$ cat src/rtl/cmp_pkg.sv
// Shared constants for the pipelined magnitude compare: slice width and
// bit positions of the compare flags in the ALU flag register.
package cmp_pkg;

    localparam int SLICE_W = 2;

    localparam int FLG_GE = 0;
    localparam int FLG_GT = 1;
    localparam int FLG_EQ = 2;
    localparam int FLG_LT = 3;
    localparam int FLG_W  = 4;

    typedef logic [FLG_W-1:0] flags_t;

endpackage

$ cat src/rtl/cmp2_slice.sv
// 2-bit unsigned magnitude compare slice, purely combinational.
// Feeds the per-slice gt/eq registers of the compare pipeline.
module cmp2_slice
    import cmp_pkg::*;
(
    input  logic [SLICE_W-1:0] a,
    input  logic [SLICE_W-1:0] b,
    output logic               gt,
    output logic               eq
);

    logic hi_eq_s;

    assign hi_eq_s = ~(a[1] ^ b[1]);
    // Upper bit decides unless equal, then the lower bit decides.
    assign gt = (a[1] & ~b[1]) | (hi_eq_s & a[0] & ~b[0]);
    assign eq = hi_eq_s & ~(a[0] ^ b[0]);

endmodule

$ cat src/rtl/cmp6_pipe.sv
// Two-stage valid/ready pipelined unsigned compare producing ge/gt/eq/lt.
// S1 captures operands, S2 holds per-slice gt/eq; flags are combined from S2.
module cmp6_pipe
    import cmp_pkg::*;
#(
    parameter int W = 6
) (
    input  logic         clk,
    input  logic         reset,
    input  logic         in_valid,
    output logic         in_ready,
    input  logic [W-1:0] a,
    input  logic [W-1:0] b,
    output logic         out_valid,
    input  logic         out_ready,
    output logic         out_ge,
    output logic         out_gt,
    output logic         out_eq,
    output logic         out_lt
);

    localparam int NSLICE = W / SLICE_W;

    logic              v1_r;
    logic              v2_r;
    logic [W-1:0]      a1_r;
    logic [W-1:0]      b1_r;
    logic [NSLICE-1:0] gt_s;
    logic [NSLICE-1:0] eq_s;
    logic [NSLICE-1:0] gt2_r;
    logic [NSLICE-1:0] eq2_r;
    logic              rdy1_s;
    logic              rdy2_s;
    logic              gt_all_s;
    logic              eq_all_s;
    flags_t            flags_s;

    // Ready depends only on stage occupancy and out_ready, never on in_valid.
    assign rdy2_s   = ~v2_r | out_ready;
    assign rdy1_s   = ~v1_r | rdy2_s;
    assign in_ready = rdy1_s;

    for (genvar k = 0; k < NSLICE; k++) begin : g_slice
        cmp2_slice u_slice (
            .a  (a1_r[SLICE_W*k +: SLICE_W]),
            .b  (b1_r[SLICE_W*k +: SLICE_W]),
            .gt (gt_s[k]),
            .eq (eq_s[k])
        );
    end

    // S1 operand register: loads on input transfer, empties when it advances.
    always_ff @(posedge clk) begin
        if (reset) begin
            v1_r <= 1'b0;
            a1_r <= '0;
            b1_r <= '0;
        end else if (rdy1_s) begin
            v1_r <= in_valid;
            if (in_valid) begin
                a1_r <= a;
                b1_r <= b;
            end
        end
    end

    // S2 slice-result register: advances whenever the consumer side has room.
    always_ff @(posedge clk) begin
        if (reset) begin
            v2_r  <= 1'b0;
            gt2_r <= '0;
            eq2_r <= '0;
        end else if (rdy2_s) begin
            v2_r <= v1_r;
            if (v1_r) begin
                gt2_r <= gt_s;
                eq2_r <= eq_s;
            end
        end
    end

    // Combine slices from the most significant end; a lower slice only counts
    // while every slice above it compares equal.
    always_comb begin
        gt_all_s = 1'b0;
        eq_all_s = 1'b1;
        for (int k = NSLICE - 1; k >= 0; k--) begin
            gt_all_s = gt_all_s | (gt2_r[k] & eq_all_s);
            eq_all_s = eq_all_s & eq2_r[k];
        end
    end

    // Flags are only meaningful alongside out_valid; hold them low otherwise.
    always_comb begin
        flags_s = '0;
        if (v2_r) begin
            flags_s[FLG_GT] = gt_all_s;
            flags_s[FLG_EQ] = eq_all_s;
            flags_s[FLG_GE] = gt_all_s | eq_all_s;
            flags_s[FLG_LT] = ~(gt_all_s | eq_all_s);
        end else begin
            flags_s = '0;
        end
    end

    assign out_valid = v2_r;
    assign out_ge    = flags_s[FLG_GE];
    assign out_gt    = flags_s[FLG_GT];
    assign out_eq    = flags_s[FLG_EQ];
    assign out_lt    = flags_s[FLG_LT];

endmodule

$ cat config.mk
export PLATFORM = sky130hd
export DESIGN_NAME = cmp6_pipe
export DESIGN_NICKNAME = d
export VERILOG_FILES = /design/src/rtl/cmp_pkg.sv /design/src/rtl/cmp2_slice.sv /design/src/rtl/cmp6_pipe.sv
export SDC_FILE = /design/constraint.sdc
export NUM_CORES = 1
export LEC_CHECK = 0
export ABC_CLOCK_PERIOD_IN_PS = 2900
export CAP_MARGIN = 40
export CORE_MARGIN = 1
export CORE_UTILIZATION = 53
export DETAILED_ROUTE_END_ITERATION = 7
export PLACE_DENSITY_LB_ADDON = 0.25
export SLEW_MARGIN = 10
export SYNTH_ARGS = -nofsm -noshare
export SYNTH_HDL_FRONTEND = slang
export SYNTH_HIERARCHICAL = 1
export SYNTH_SLANG_ARGS = --single-unit
$ cat constraint.sdc
create_clock -name clk -period 2.9 [get_ports clk]
set_clock_uncertainty 0.2 [all_clocks]
set_input_delay 0.435 -clock clk [delete_from_list [all_inputs] [get_ports clk]]
set_output_delay 0.435 -clock clk [all_outputs]
set_load 0.05 [all_outputs]
### Yosys cells after proc, flatten, opt, wreduce, memory -nomap -nowiden

Index checks and enable logic that the tools add are counted.

* logic and storage cells: 54
* output and inout port bits: 6
* input bits: 16
* bits in registers: 20

* bitwise logic cells: 45
* reduce and logical (&&, ||, !) cells: 2
* multiplexer cells: 1

Operators with widths (count)
* 1-bit AND: 16
* 1-bit NOT: 15
* 1-bit OR: 8
* 1-bit XOR: 6
* 4-bit 2-to-1 mux: 1
* 2-bit AND reduction: 2

### Depth between registers and ports, before layout

Gate-level depths: netlist (run 1).

* depth in word-level cells: 6
* depth in mapped cells: 5
* mapped depth without buffers: 5

### Hierarchy

Netlist (run 1), hierarchy kept.

By module, submodules not included
* cmp6_pipe: area each 922.1 µm², cells an instance 98, seq. area each 400.4 µm², instances 1
* cmp2_slice: area each 43.8 µm², cells an instance 6, seq. area each 0.0 µm², instances 3

### Worst setup path after synthesis (run 1)

Ideal clock, no wire load.

* path kind: register -> output
* from: register v2_r, in the netlist out_valid
* to: output out_ge
* required time: 2265 ps
* arrival time: 2401 ps
* slack: -136 ps
* stages on the path, launching flop included: 4
* path buffers: 0
* cell sequence: dfxtp_1 > nand2_1 > o21ai_0 > or2_2

* cells in the longest elaborated chain, start to end: 1

Ends and longest elaborated chain
* start: declaration: line cmp6_pipe.sv:25 `logic v2_r;`
* start signal: assignment: line cmp6_pipe.sv:74 `v2_r <= v1_r;`
* 4-bit 2-to-1 mux: line cmp6_pipe.sv:96 `if (v2_r) begin`
* end: declaration: line cmp6_pipe.sv:16 `output logic out_ge,`

No other way between the ends.

### Worst setup path after layout (run 1)

* from: input out_ready
* to: output in_ready

* cells in the longest elaborated chain, start to end: 2

Ends and longest elaborated chain
* start: declaration: line cmp6_pipe.sv:15 `input logic out_ready,`
* 1-bit OR: line cmp6_pipe.sv:39 `assign rdy2_s = ~v2_r | out_ready;`
* 1-bit OR: line cmp6_pipe.sv:40 `assign rdy1_s = ~v1_r | rdy2_s;`
* end: declaration: line cmp6_pipe.sv:11 `output logic in_ready,`

No other way between the ends.

==> flow_metrics.py, run 1 <==
metrics = {
    "detailed_routing": {
        "met3_length_um": 53,
        "wirelength_met1_um": 806,
        "drtPass1Iterations": 4,
        "ant_nets": 0,
        "wire_per_inst_um": 10.7,
        "wl_met2_um": 838,
        "top_layer": "met4",
        "wl_um": 1730,
        "first_iter_violations": 9,
        "drcViolationCount": 0,
        "via_per_inst": 5.04,
        "vias": 812,
    },
    "sta": {
        "setup_tns_ns": 0,
        "maxSlewHeadroom": 0.535,
        "period_share": 0.892,
        "hold_viol": 0,
        "timing.final.crit_period_ns": 2.59,
        "slew_violations": 0,
        "fmax_mhz": 387,
        "holdWs_ns": 0.288,
        "finalWorstSetupSlack_ns": 0.313,
        "tightest_slew_ns": 0.695,
        "setup_viol": 0,
        "rsz0062_at_grt": "no",
    },
    "floorplanning": {
        "die-area_um2": 2170,
        "std_cell_rows": 15,
        "core-area_um2": 1800,
        "fp.dieW_um": 46.6,
        "start_util": 0.585,
        "dieHeight_um": 46.6,
        "ios": 22,
    },
    "clocking": {
        "cts_setup_buffers": 0,
        "cts_tree": "done",
        "cts_root_buf": "clkbuf_4",
        "cts_buffers": 3,
        "clkSinkCount": 20,
        "worstSkewPairLatency_ns": 0.29,
        "cts_buffer_depth": 2,
        "ctsResizeCount": 0,
        "cts_hold_buffers": 0,
        "clkTransAtPathRegs_ns": 0.10,
        "htreeDepth": 1,
    },
    "power_and_ir_drop": {
        "finalPower_uw": 565,
        "intPower_uw": 427,
        "total_leakage_power_nw": 0.496,
        "combPwrFrac": 0.182,
        "p_sw_frac": 0.243,
        "pwr-share-clk": 0.275,
        "ir_drop_mv": 0.236,
        "p_per_area_nw_per_um2": 437,
        "p_sw_uw": 137,
        "p_seq_frac": 0.543,
    },
    "worst_setup_path": {
        "cp_cell_sequence": "clkdlybuf4s50_1 > nor2b_4 > nand2_1 > clkdlybuf4s50_1",
        "path_delay_family": "buffers and inverters",
        "cp.arrival_ns": 1.95,
        "crit_path_max_incr_delay_ns": 0.71,
        "slowest_stage": "clkdlybuf4s50_1",
        "start_kind": "input pin",
        "crit_top_cell": "clkdlybuf4s50_1",
        "path_max_fanout": 9,
        "cp.buffers_inverters": 2,
        "path_class": "in2out",
        "required_ns": 2.27,
        "cp-end-kind": "primary output",
    },
    "yosys": {
        "synth.distinct_cells": 24,
        "synth-seq-area-share": 0.380,
        "synth.avg_cell_area_um2": 9.08,
        "postSynthCellCount": 116,
        "yosysWarnings": 6,
        "synth_fp_nets": 135,
        "synth_area_um2": 1050,
        "ys_ff_latch": 20,
    },
    "place": {
        "post-place-ws_ns": 0.312,
        "portBuffers": 21,
        "gp_congestion": 0.759,
        "dp_hpwl_um": 1320,
        "placed_cells": 157,
        "placed_area_um2": 1250,
    },
    "global_route": {
        "grt_max_degree": 30,
        "grt_overflow": 0,
        "grt_pass1_wl_um": 2820,
        "antenna_found_initial": 0,
        "grt_pass1_vias": 682,
        "grt_usage": 0.183,
    },
    "finish": {
        "syn2layout_area_growth_pct": 22.6,
        "final_common_cell": "nand2b_1",
        "layout_common_cells": "nand2b_1, clkdlybuf4s50_1, dfxtp_1, mux2i_1, a21oi_1",
        "nFillCells": 141,
        "fin_nets": 156,
        "stdcell_count": 161,
        "drive_above_1_share": 0.0809,
        "fin_area_um2": 1290,
        "final_core_util": 0.717,
        "insertedDiodeCount": 0,
    },
    "run": {
        "cap_violations": 0,
    },
    "status": {
        "status": "finished, final reports clean",
    },
    "worst_hold_path": {
        "hold_path.class": "reg2reg",
    },
}
final timing paths:
check,startpoint,endpoint,slack (ns),cells past startpoint
worst max-delay path,out_ready,in_ready,0.31,4
worst max register to register,out_valid,b1_r[0],1.38,3
worst min-delay path,b1_r[3],b1_r[3],0.29,2
worst min register to register,b1_r[3],b1_r[3],0.29,2
state kept, by name, indices dropped and copies added, names as in the netlist:
name	count
b1_r	6
v1_r	1
eq2_r	3
a1_r	6
out_valid	1
gt2_r	3
area by class of cell:
cell class / count / area [um^2] / area share
multi-input combinational: 83 / 579 / 0.449
inverter: 7 / 26.3 / 0.0203
tap: 25 / 31.3 / 0.0242
clock buffer: 4 / 36.3 / 0.0281
sequential: 20 / 400 / 0.310
timing repair buffer: 22 / 218 / 0.169
per-layer routing:
layer  GRT usage  vias up
li1            -      425
met1       0.221      366
met2       0.311       17
met3      0.0392        4
met4      0.0706        0
met5           0        -
worst min-delay path: cells and delay by family (launching register included):
family,cells,cell delay (ns)
flops,1,0.33
simple gates,1,0.07
mux,1,0.06
cell usage after synthesis, drive strengths merged:
cell type   n  area (um^2)
nand2       4         15.0
buf         3         36.3
and2        3         18.8
xnor2       3         26.3
and3b       1         8.76
a21oi       9         45.0
o21ai       8         40.0
mux2i      12          120
nor2        2         7.51
a21boi      1         18.8
dfxtp      20          400
o21a        1         7.51
nor2b       1         13.8
clkbuf      3         11.3
or2         1         6.26
or2b        1         7.51
nand3       6         30.0
a31o        3         26.3
nand2b     24          150
ha          3         37.5
inv         7         26.3
power groups by stage:
stage          Combinational (mW)  Sequential, mW  Clock (mW)
2_1_floorplan              0.0721           0.310           0
3_3_place_gp               0.0999           0.312           0
3_5_place_dp                0.103           0.313           0
4_1_cts                     0.104           0.307       0.161
5_1_grt                     0.113           0.309       0.175
6_report                    0.103           0.307       0.156
logic make-up after synthesis:
group / share of synthesized area
AO/OA/AOI/OAI: 0.131
buffers and inverters: 0.0701
multiplexers: 0.114
flip-flops: 0.380
XOR/XNOR: 0.0249
adder cells (fa/ha/maj): 0.0356
AND/OR/NAND/NOR: 0.245
Note: power is estimated with default switching activity, not from simulation.
==> run 2, diff against run 1 <==
- ABC_CLOCK_PERIOD_IN_PS: 2900 -> default
- TNS_END_PERCENT: default -> 50
==> results of run 2 <==
No change in the layout: final DEF, timing and power equal those of run 1.
==> variant, RTL diff (settings of run 2) <==
Change the parameter `W` from 6 to 12.
--- a/src/rtl/cmp6_pipe.sv
+++ b/src/rtl/cmp6_pipe.sv
@@ -3,7 +3,7 @@
 module cmp6_pipe
     import cmp_pkg::*;
 #(
-    parameter int W = 6
+    parameter int W = 12
 ) (
     input  logic         clk,
     input  logic         reset,
Interface: changed (resized a and b); port bits go from 22 to 34. No check against the original RTL was run, so the function may have changed too.
==> variant against run 2 <==
Final area is 68% higher; die area is 72% higher; power is 78% higher; synthesized area is 76% higher; sequential cell count is 18 higher; global-route usage is 3.6 points higher; highest routed layer unchanged; cell count is 82% higher; largest power group unchanged; setup slack worse by 0.18 ns; wire length is 110% higher; critical path type is now reg2out; first-iteration DRC count grew to 5.7 times the old value; sequential share of layout area is 4.0 points higher; clock power is 72% higher.
==> variant: results (changes against run 2) <==
Run status
  – Status: completed

Synthesis
  – Yosys warns: 6 (unchanged)
  – Fraction of registers with async set/reset: 0% (unchanged)
  – Sequential area share after synthesis: 41.1% (+3.0 points)
  – Yosys cell types: 28 (+17%)
  – Most frequent cells after synthesis: a21oi_1 (41), dfxtp_1 (38), nand3_1 (34), o21ai_0 (33), inv_1 (15)
  – Complex-gate fraction of the synthesized area: 25.5% (+12 points)
  – XOR/XNOR Fraction of Synth Area: 2.84% (+0.34 points)
  – Syn nets: 257 (+90%)
  – Fraction of synthesized area in multiplexers: 0% (-11 points)
  – Ranking of synthesized cells by area: dfxtp_1 (41%), a21oi_1 (11%), nand3_1 (9.2%)
  – Synth Area in Adders: 4.05% (+0.49 points)

Hold path
  – Worst Hold Launch: b1_r[9]$_SDFFE_PP0P_
  – Hold Path Sink: b1_r[9]$_SDFFE_PP0P_
  – Worst min path class: reg2reg

Layout
  – Layout cells sized above 1: 8.50% (+0.41 points)
  – Number of diodes: 0 (unchanged)
  – Nets@finish: 282 (+81%)
  – Largest registers: a1_r x12, b1_r x12
  – # fillers: 334 (+140%)

Global routing
  – Largest net degree at the start of global routing: 39 (+30%)
  – First-pass GRT wire length: 6110 µm (+120%)
  – Global Route Usage Sum: 21.9% (+3.6 points)
  – Number of global-route vias before repair: 1426 (+110%)

Power
  – Pleak: 0.765 nW (+54%)
  – Maximum VDD drop: 0.000259 V (+9.9%)
  – Int Pwr: 746 µW (+75%)

Worst setup path
  – Cells on worst reg2reg path: 4 (+1)
  – R2R Setup Slk: 1.08 ns (-0.30 ns)
  – Crit path from: eq2_r[4]$_SDFFE_PP0P_
  – R2r endpoint: a1_r[11]$_SDFFE_PP0P_
  – WP data arrival: 2.13 ns (+0.18 ns)
  – CP max FO: 4 (-5)
  – Crit path to: out_lt
  – Launching point of the worst reg2reg path: v1_r$_SDFFE_PP0N_

Routing
  – Routed WL: 3690 µm (+110%)
  – Drt pass-1 iters: 4 (unchanged)
  – Total number of vias: 1593 (+96%)
  – 1st-iter DRT viols: 51 (+42)

Placed design
  – Post-DP HPWL: 2530 µm (+91%)
  – Routability cong.: 0.732 (-3.6%)
  – I/O Buffers: 33 (+57%)

Clock network
  – Clock Latency Late Sink: 0.34 ns (+0.05 ns)
  – Clk Tree Root Cell: clkbuf_4
  – CTS Buffer Depth: 2 (unchanged)
  – Depth of the CTS H-tree: 2 (+1)
  – Clock transition at path regs: 0.10 ns (about the same)
  – CTS Buf Count: 5 (+2)

Timing
  – Slew Limit Headroom: 66.7% (+13 points)
  – Hold WS: 0.289 ns (+0.00103 ns)
-- variant: layer usage --
layer	vias to the layer above	GRT usage (%)	wire, µm
met2	31	35.7	1710
met3	8	3.78	119
met1	721	29.2	1800
met4	0	7.79	60
li1	833	-	-
met5	-	0	0
-- variant: cell families (layout without fill, tap and decap cells) --
kind of cell / after synthesis / after routing
fa+ha+maj: 6 / 6
flops: 38 / 38
compound gates: 88 / 88
simple gates: 50 / 50
xor+xnor: 6 / 6
buf+inv: 35 / 59
-- variant: cell type report --
type,instances,area share [%]
Clock buffer,6,2.36
Inverter,17,3.28
Multi-Input combinational cell,150,40.6
Sequential cell,38,35.0
Tap cell,46,2.65
Timing Repair Buffer,36,16.1
-- variant: critical path: stages (launching register included) --
cell,delay [ns]
dfxtp_1,0.34
a41oi_1,0.20
o21ai_0,0.16
nor3b_1,0.24
clkdlybuf4s50_1,0.85
-- variant: stage by stage --
step	util [%]	power, mW	area [µm²]	std cells	setup WS (ns)
3_5_place_dp	63.6	0.747	2120	287	0.498
5_1_grt	65.1	1.05	2170	293	0.00612
2_1_floorplan	-	0.687	1850	223	0.343
6_report	65.1	1.00	2170	293	0.133
3_3_place_gp	63.6	0.741	2120	287	0.594
4_1_cts	65.1	1.00	2170	293	0.116
-- variant: power by group through the flow --
stage / clock, mW / sequential, mW / combinational [mW]
2_1_floorplan: 0 / 0.582 / 0.105
3_3_place_gp: 0 / 0.585 / 0.157
3_5_place_dp: 0 / 0.586 / 0.161
4_1_cts: 0.269 / 0.574 / 0.161
5_1_grt: 0.289 / 0.579 / 0.180
6_report: 0.269 / 0.574 / 0.161
